$ cat config.mk
export PLATFORM = sky130hd
export DESIGN_NAME = adder_slice_scheduler
export DESIGN_NICKNAME = d
export VERILOG_FILES = /design/src/rtl/adder_slice_scheduler_pkg.sv /design/src/rtl/adder_slice_scheduler_rca.sv /design/src/rtl/adder_slice_scheduler.sv
export SDC_FILE = /design/constraint.sdc
export NUM_CORES = 1
export LEC_CHECK = 0
export ABC_AREA = 1
export BUFFER_PORTS_ARGS = -buffer_cell sky130_fd_sc_hd__buf_2
export CAP_MARGIN = 5
export CORE_MARGIN = 4
export CORE_UTILIZATION = 30
export CTS_CLUSTER_SIZE = 25
export DETAILED_ROUTE_END_ITERATION = 8
export MAX_ROUTING_LAYER = met4
export PLACE_DENSITY = 0.48
export SETUP_SLACK_MARGIN = 0.05
export SYNTH_ARGS = -nofsm -noshare
export SYNTH_HDL_FRONTEND = slang
export SYNTH_HIERARCHICAL = 1
export SYNTH_SLANG_ARGS = --single-unit
export TNS_END_PERCENT = 10
$ cat constraint.sdc
create_clock -name clk -period 7.4 [get_ports clk]
set_input_delay 0.74 -clock clk [delete_from_list [all_inputs] [get_ports clk]]
set_output_delay 0.74 -clock clk [all_outputs]
set_load 0.005 [all_outputs]
$ cat src/rtl/adder_slice_scheduler_pkg.sv
// Shared types and constants for the byte-sliced adder scheduler.
package adder_slice_scheduler_pkg;

    localparam int SLICE = 8;

    typedef enum logic [1:0] {
        S_IDLE = 2'd0,
        S_RUN  = 2'd1,
        S_DONE = 2'd2
    } state_t;

endpackage

$ cat src/rtl/adder_slice_scheduler_rca.sv
// 8-bit ripple-carry adder: the single arithmetic slice shared by the scheduler.
module ripple_carry_adder
    import adder_slice_scheduler_pkg::*;
(
    input  logic [SLICE-1:0] a,
    input  logic [SLICE-1:0] b,
    input  logic             cin,
    output logic [SLICE-1:0] sum,
    output logic             cout
);

    logic [SLICE:0] c;

    always_comb begin
        c    = '0;
        sum  = '0;
        c[0] = cin;
        for (int i = 0; i < SLICE; i++) begin
            sum[i]   = a[i] ^ b[i] ^ c[i];
            c[i + 1] = (a[i] & b[i]) | (c[i] & (a[i] ^ b[i]));
        end
        cout = c[SLICE];
    end

endmodule

$ cat src/rtl/adder_slice_scheduler.sv
// Round-robin sharing of one 8-bit adder between two requesters; WIDTH-bit adds
// are sequenced one byte slice per cycle with the carry registered between slices.
module adder_slice_scheduler
    import adder_slice_scheduler_pkg::*;
#(
    parameter int WIDTH = 32
) (
    input  logic             clk,
    input  logic             rst,
    input  logic             req0,
    input  logic             req1,
    input  logic [WIDTH-1:0] a0,
    input  logic [WIDTH-1:0] b0,
    input  logic [WIDTH-1:0] a1,
    input  logic [WIDTH-1:0] b1,
    input  logic             cin0,
    input  logic             cin1,
    output logic             done0,
    output logic             done1,
    output logic [WIDTH-1:0] sum,
    output logic             cout,
    output logic             busy,
    output logic             owner
);

    localparam int N     = WIDTH / SLICE;
    localparam int IDX_W = (N > 1) ? $clog2(N) : 1;

    state_t           state, state_nx;
    logic [IDX_W-1:0] idx;
    logic [WIDTH-1:0] opa, opb, res, res_nx;
    logic             carry;
    logic             last_grant;
    logic             gnt;
    logic             any_req;
    logic             last_slice;
    logic [SLICE-1:0] sl_a, sl_b, sl_s;
    logic             sl_co;

    assign any_req    = req0 | req1;
    assign last_slice = (idx == IDX_W'(N - 1));

    // On a tie the requester not granted last wins; otherwise the sole requester.
    assign gnt = (req0 && req1) ? ~last_grant : req1;

    always_comb begin
        sl_a   = opa[int'(idx) * SLICE +: SLICE];
        sl_b   = opb[int'(idx) * SLICE +: SLICE];
        res_nx = res;
        res_nx[int'(idx) * SLICE +: SLICE] = sl_s;
    end

    ripple_carry_adder u_rca (
        .a    (sl_a),
        .b    (sl_b),
        .cin  (carry),
        .sum  (sl_s),
        .cout (sl_co)
    );

    always_comb begin
        state_nx = state;
        case (state)
            S_IDLE:  if (any_req) state_nx = S_RUN;
            S_RUN:   if (last_slice) state_nx = S_DONE;
            S_DONE:  state_nx = S_IDLE;
            default: state_nx = S_IDLE;
        endcase
    end

    always_ff @(posedge clk) begin
        if (rst) begin
            state      <= S_IDLE;
            idx        <= '0;
            carry      <= 1'b0;
            last_grant <= 1'b1;
            owner      <= 1'b0;
            sum        <= '0;
            cout       <= 1'b0;
        end else begin
            state <= state_nx;
            case (state)
                S_IDLE: begin
                    if (any_req) begin
                        owner      <= gnt;
                        last_grant <= gnt;
                        carry      <= gnt ? cin1 : cin0;
                        idx        <= '0;
                    end
                end
                S_RUN: begin
                    carry <= sl_co;
                    idx   <= idx + 1'b1;
                    // Publish on the last slice so sum/cout are valid during DONE.
                    if (last_slice) begin
                        sum  <= res_nx;
                        cout <= sl_co;
                    end
                end
                default: ;
            endcase
        end
    end

    // Operand and partial-result storage carries data only; never reset.
    always_ff @(posedge clk) begin
        if (state == S_IDLE && any_req) begin
            opa <= gnt ? a1 : a0;
            opb <= gnt ? b1 : b0;
        end
        if (state == S_RUN) begin
            res <= res_nx;
        end
    end

    assign busy  = (state != S_IDLE);
    assign done0 = (state == S_DONE) && !owner;
    assign done1 = (state == S_DONE) && owner;

endmodule

# After elaboration in Yosys (flattened, before gate mapping)
# Cells that the tools add are included.
# totals
out_inout_bits	37
ff_bits	136
# classes
mux	12
n_eq_ne	5
n_shift	4
n_reduce_logical	12
bitwise_logic	42
addsub	2
# op_table
operator	count
32-bit 2-to-1 mux	2
32-bit by 6-bit variable part select with 8-bit output	2
5-bit negation with 33-bit output	1
8-bit by 33-bit variable shift with 32-bit output (first input constant)	1
8-bit by 33-bit variable part select with 32-bit output	1
32-bit bitwise mux	1
1-bit AND	16
1-bit bitwise XOR	16
1-bit OR	9
2-bit one-hot mux with 2 select lines	2
2-bit AND reduction	4
2-bit 2-to-1 mux	3
2-bit == test (second input constant)	2
1-bit logical AND	4
2-bit inequality test (second input constant)	2
2-bit nonzero test	2
1-bit 2-to-1 mux	3
2-bit by 1-bit adder with 2-bit output (second input constant)	1
2-bit by 1-bit == test with 1-bit output (second input constant)	1
2-bit logical NOT	1
1-bit one-hot mux with 2 select lines	1
1-bit logical NOT	1
1-bit inverter	1

# Logic depth before layout (Yosys ltp)
# logic_depth
ltp_word	19
mapped_depth	24
depth_no_buf	21

# Modules after synthesis
# The synthesis kept the hierarchy.
# by_module_without_submodules
mod	seq_area_each_um2	area_per_inst_um2	cells_per_inst	instances
adder_slice_scheduler	3683.5	6432.4	737	1
ripple_carry_adder	0.0	197.7	18	1

# Worst setup path before layout
# No wires, ideal clock.
# synth_path
path_kind	flip-flop to flip-flop
startpoint	reg idx[0]
endpoint	reg sum[31]
path_stages_with_launch	25
setup_ns	0.056
t_arrival_ns	4.532
path_buffers	3
synth_period_minus_slack_ns	4.588
path_slack_ns	2.812
path_cell_list	dfxtp_1 buf_6 inv_1 buf_4 buf_4 nor2_1 o22ai_1 fa_1 inv_1 fa_1 inv_1 fa_1 fa_1 fa_1 fa_1 fa_1 inv_1 fa_1 inv_1 nand2_1 nor2_1 nand2_1 nand2_1 o21ai_0 inv_1
# synth_between
elab_chain_cells	19
word_cells_on_any_way	45
cone_classes	add/sub (1); eq/ne (1); shift (4); mux (1); bitwise (37); reduce/logical (1)
# synth_rtl
element	line_no	text
start: declaration	adder_slice_scheduler.sv:30	logic [IDX_W-1:0] idx;
start signal: assignment	adder_slice_scheduler.sv:93	idx <= idx + 1'b1;
32-bit by 6-bit variable part select with 8-bit output *	adder_slice_scheduler.sv:47	sl_a = opa[int'(idx) * SLICE +: SLICE];
named net sl_a[0]	adder_slice_scheduler.sv:37	logic [SLICE-1:0] sl_a, sl_b, sl_s;
1-bit bitwise XOR	adder_slice_scheduler_rca.sv:20	c[i + 1] = (a[i] & b[i]) | (c[i] & (a[i] ^ b[i]));
1-bit AND	adder_slice_scheduler_rca.sv:20	
1-bit OR *	adder_slice_scheduler_rca.sv:20	
1-bit AND *	adder_slice_scheduler_rca.sv:20	
1-bit OR *	adder_slice_scheduler_rca.sv:20	
1-bit AND *	adder_slice_scheduler_rca.sv:20	
[... 6 more ...]	n/a	
1-bit OR *	adder_slice_scheduler_rca.sv:20	
1-bit AND *	adder_slice_scheduler_rca.sv:20	
1-bit OR *	adder_slice_scheduler_rca.sv:20	
1-bit bitwise XOR *	adder_slice_scheduler_rca.sv:19	sum[i] = a[i] ^ b[i] ^ c[i];
named net sl_s[7]	adder_slice_scheduler.sv:37	
8-bit by 33-bit variable part select with 32-bit output *	adder_slice_scheduler.sv:50	res_nx[int'(idx) * SLICE +: SLICE] = sl_s;
32-bit bitwise mux *	adder_slice_scheduler.sv:50	
named net res_nx[31]	adder_slice_scheduler.sv:31	logic [WIDTH-1:0] opa, opb, res, res_nx;
end signal: assignment	adder_slice_scheduler.sv:96	sum <= res_nx;
end: declaration	adder_slice_scheduler.sv:20	output logic [WIDTH-1:0] sum,
# Mark *: on every way through the listed nets, which the timed path passes. The rest lies on a longest branch.
# A chain may end at the register's enable or synchronous reset.

# Worst setup path after layout
# layout_path
startpoint	reg idx[0]
endpoint	reg sum[31]
# layout_between
elab_chain_cells	19
word_cells_on_any_way	45
cone_classes	add/sub (1); eq/ne (1); shift (4); mux (1); bitwise (37); reduce/logical (1)
# layout_rtl
element	line_no	text
32-bit by 6-bit variable part select with 8-bit output *	adder_slice_scheduler.sv:48	sl_b = opb[int'(idx) * SLICE +: SLICE];
named net sl_b[0]	adder_slice_scheduler.sv:37	
1-bit bitwise XOR	adder_slice_scheduler_rca.sv:20	
1-bit AND	adder_slice_scheduler_rca.sv:20	
1-bit OR *	adder_slice_scheduler_rca.sv:20	
1-bit AND *	adder_slice_scheduler_rca.sv:20	
1-bit OR *	adder_slice_scheduler_rca.sv:20	
1-bit AND *	adder_slice_scheduler_rca.sv:20	
[... 6 more ...]	n/a	
1-bit OR *	adder_slice_scheduler_rca.sv:20	
1-bit AND *	adder_slice_scheduler_rca.sv:20	
1-bit OR *	adder_slice_scheduler_rca.sv:20	
1-bit bitwise XOR *	adder_slice_scheduler_rca.sv:19	
named net sl_s[7]	adder_slice_scheduler.sv:37	
8-bit by 33-bit variable part select with 32-bit output *	adder_slice_scheduler.sv:50	
32-bit bitwise mux *	adder_slice_scheduler.sv:50	
named net res_nx[31]	adder_slice_scheduler.sv:31	
# Marked as above.

==> results.cfg <==
[outcome]
status = finished clean

[clock_network]
clock_latency_ps = 420
hold_buffers = 0
cts-root-buf = clkbuf_16
path_clk_slew_ps = 60
cts_buffer_depth = 2
cts_max_level = 4
cts_tree = done
post-cts-setup-buffers = 0
cts_buffers = 17
cts_resized = 0
cts_sinks = 136

[setup_path]
crit_path_max_fanout = 26
cp_data_required_time_ps = 7770
path_class = flop to flop
worstPathArrival_ps = 5720
worstRegToRegCells = 22
start_kind = flop
endpoint_kind = flop

[synthesis]
synth_cell_types = 28
synthTopCellsByArea = edfxtp_1 (43%), nand2_1 (17%), dfxtp_1 (12%)
ys.flop_type = edfxtp_1
ys_seq_area_frac = 0.556
ys_warn_count = 6
syn_area_per_cell_um2 = 8.78
synthCells = 755
synth_top_area_frac = 0.435
syn-num-nets = 903
async_flop_share = 0
synth_edf_count = 96
ys_seq_elements = 136
netlist.top_cell.by_area = edfxtp_1
synth_area_um2 = 6630

[route]
ant_nets = 0
drt_wl_total_mm = 17.1
first_pass_iters = 4
vias_per_cell = 4.39
drc = 0
vias = 5298
wl_per_cell_um = 14.2
drt_iter0_drc = 337

[timing]
hold_ws_ps = 466
tns_ps = 0
rsz0062_at_grt = no
worst_slack_ps = 2050
final_hold_viol_count = 0
setup_viol = 0
max_freq_ghz = 0.187
post-route-period-util = 0.723
fin_crit_ps = 5350
slew_violations = 0
finClkSkew_ps = 7.61
relSlewSlack = 0.322
worst_pin_slew_ps = 1020

[min_path]
holdPathStages = 2
hp-class = flop to flop

[place]
placed_cells = 1174
place_congestion = 0.810
dpl.hpwl_mm = 12.4
io_buffers = 170
dpl_worst_slack_ps = 2050

[floorplan]
dieArea_um2 = 24500
rows = 54
die_h_um = 157
io_pins = 171
initial_core_util = 0.305
core_area_um2 = 21800
die-width_um = 157

[global_route]
first_global_vias = 5179
antenna_found_initial = 0
grt_max_degree = 67
grt_first_pass_wirelength_mm = 26.6
overflow = 0
grt_usage = 0.144

[final_layout]
fin_cells = 1206
fillerInstances = 2296
syn2layout_area_growth_pct = 24.6
final_nets = 1061
antennaDiodeCount = 0
final_layout_size_suffix_gt1_frac = 0.237

[power_and_ir_drop]
p_seq_frac = 0.443
ir_worst_vdd_v = 0.000120
leakagePower_nw = 3.97
comb_power_share = 0.162
swShare = 0.277
clkPwrFrac = 0.395
p_per_area_nw_per_um2 = 254
p_switching_uw = 581
internal-power_mw = 1.52

[run]
drv_cap = 0
-- cell type report --
| cell class | instances | area (um^2) | area share |
|---|---|---|---|
| well taps | 280 | 350 | 0.0424 |
| multi-input cells | 515 | 2490 | 0.302 |
| inverters | 66 | 248 | 0.0300 |
| repair buffers | 177 | 903 | 0.109 |
| clock buffers | 17 | 425 | 0.0515 |
| flip-flops and latches | 136 | 3680 | 0.446 |
| clock inverters | 15 | 154 | 0.0186 |
-- metal layers --
metal	vias to the layer above	GRT usage	share of wire
li1	2799	-	-
met1	2347	0.189	0.48
met2	135	0.226	0.47
met3	17	0.0301	0.043
met4	0	0.0434	0.011
met5	-	-	0
-- synth_stat cells, types with 11 or more instances --
cell and n:
nand2_1 300, edfxtp_1 96, o21a_1 32, o21ai_0 46, dfxtp_1 40, clkbuf_1 11, nor2_1 43, nand3_1 20
nand4_1 16, o22ai_1 16, buf_2 19, inv_1 60
-- per-stage QoR --
step | utilization | power, mW | cell area (um^2)
4_1_cts | 0.380 | 2.12 | 8260
3_3_place_gp | 0.353 | 1.29 | 7680
6_report | 0.380 | 2.10 | 8260
5_1_grt | 0.380 | 2.20 | 8260
2_1_floorplan | - | 1.16 | 6630
3_5_place_dp | 0.353 | 1.29 | 7680
-- power by group through the flow --
stage / clock network, mW / registers [mW] / logic [mW]
final: 0.828 / 0.929 / 0.340
after global routing: 0.878 / 0.935 / 0.388
after CTS: 0.845 / 0.930 / 0.344
after detailed placement: 0 / 0.945 / 0.344
after global placement: 0 / 0.947 / 0.340
after floorplan: 0 / 0.932 / 0.227
-- placed cells by master (no fill, tap or decap) --
cell type     n
a21oi_1       6
buf_2       170
buf_4         7
bufinv_16     2
clkbuf_16    17
clkinv_1      5
clkinv_2      2
clkinv_4      2
clkinvlp_4    6
dfxtp_1      40
edfxtp_1     96
fa_1          8
ha_1          6
inv_1        58
inv_2         4
inv_6         2
nand2_1     299
nand2_2       2
nand3_1      20
nand3b_1      1
nand4_1      16
nor2_1       43
nor2_2        2
nor2_4        1
nor3_1        1
nor3_4        2
nor3b_1       1
o211ai_1      8
o21a_1       32
o21ai_0      46
o21ai_1       5
o22ai_1      16
-- state kept, by name, summed over array words and instances, names as in the netlist --
signal,count
state,2
idx,2
opb,32
res,32
carry,1
cout,1
owner,1
sum,32
opa,32
last_grant,1
-- logic make-up (layout without fill, tap and decap cells) --
| family | after synthesis | in the layout | synth area share |
|---|---|---|---|
| flip-flops | 136 | 136 | 0.556 |
| buffers and inverters | 104 | 275 | 0.0687 |
| AO/OA/AOI/OAI | 113 | 113 | 0.103 |
| AND/OR/NAND/NOR | 388 | 388 | 0.237 |
| adder cells (fa/ha/maj) | 14 | 14 | 0.0355 |
-- path summary, 6_finish.rpt --
kind	startpoint	endpoint	slack (ps)
worst min-delay path	last_grant	last_grant	470
worst max-delay path	idx[0]	sum[31]	2050
worst max register to register	idx[0]	sum[31]	2050
worst min register to register	last_grant	last_grant	470
-- critical path: stages (launching register included) --
cell	delay, ps
dfxtp_1	610
buf_4	350
inv_1	270
o21ai_0	260
o22ai_1	120
fa_1	390
inv_1	70
fa_1	160
inv_1	50
fa_1	380
fa_1	410
fa_1	400
fa_1	390
fa_1	360
inv_1	70
fa_1	410
inv_1	110
nand2_1	70
nor2_1	140
nand2_1	70
nand2_1	80
o21ai_0	70
inv_1	50
(Power assumes the default switching activity.)
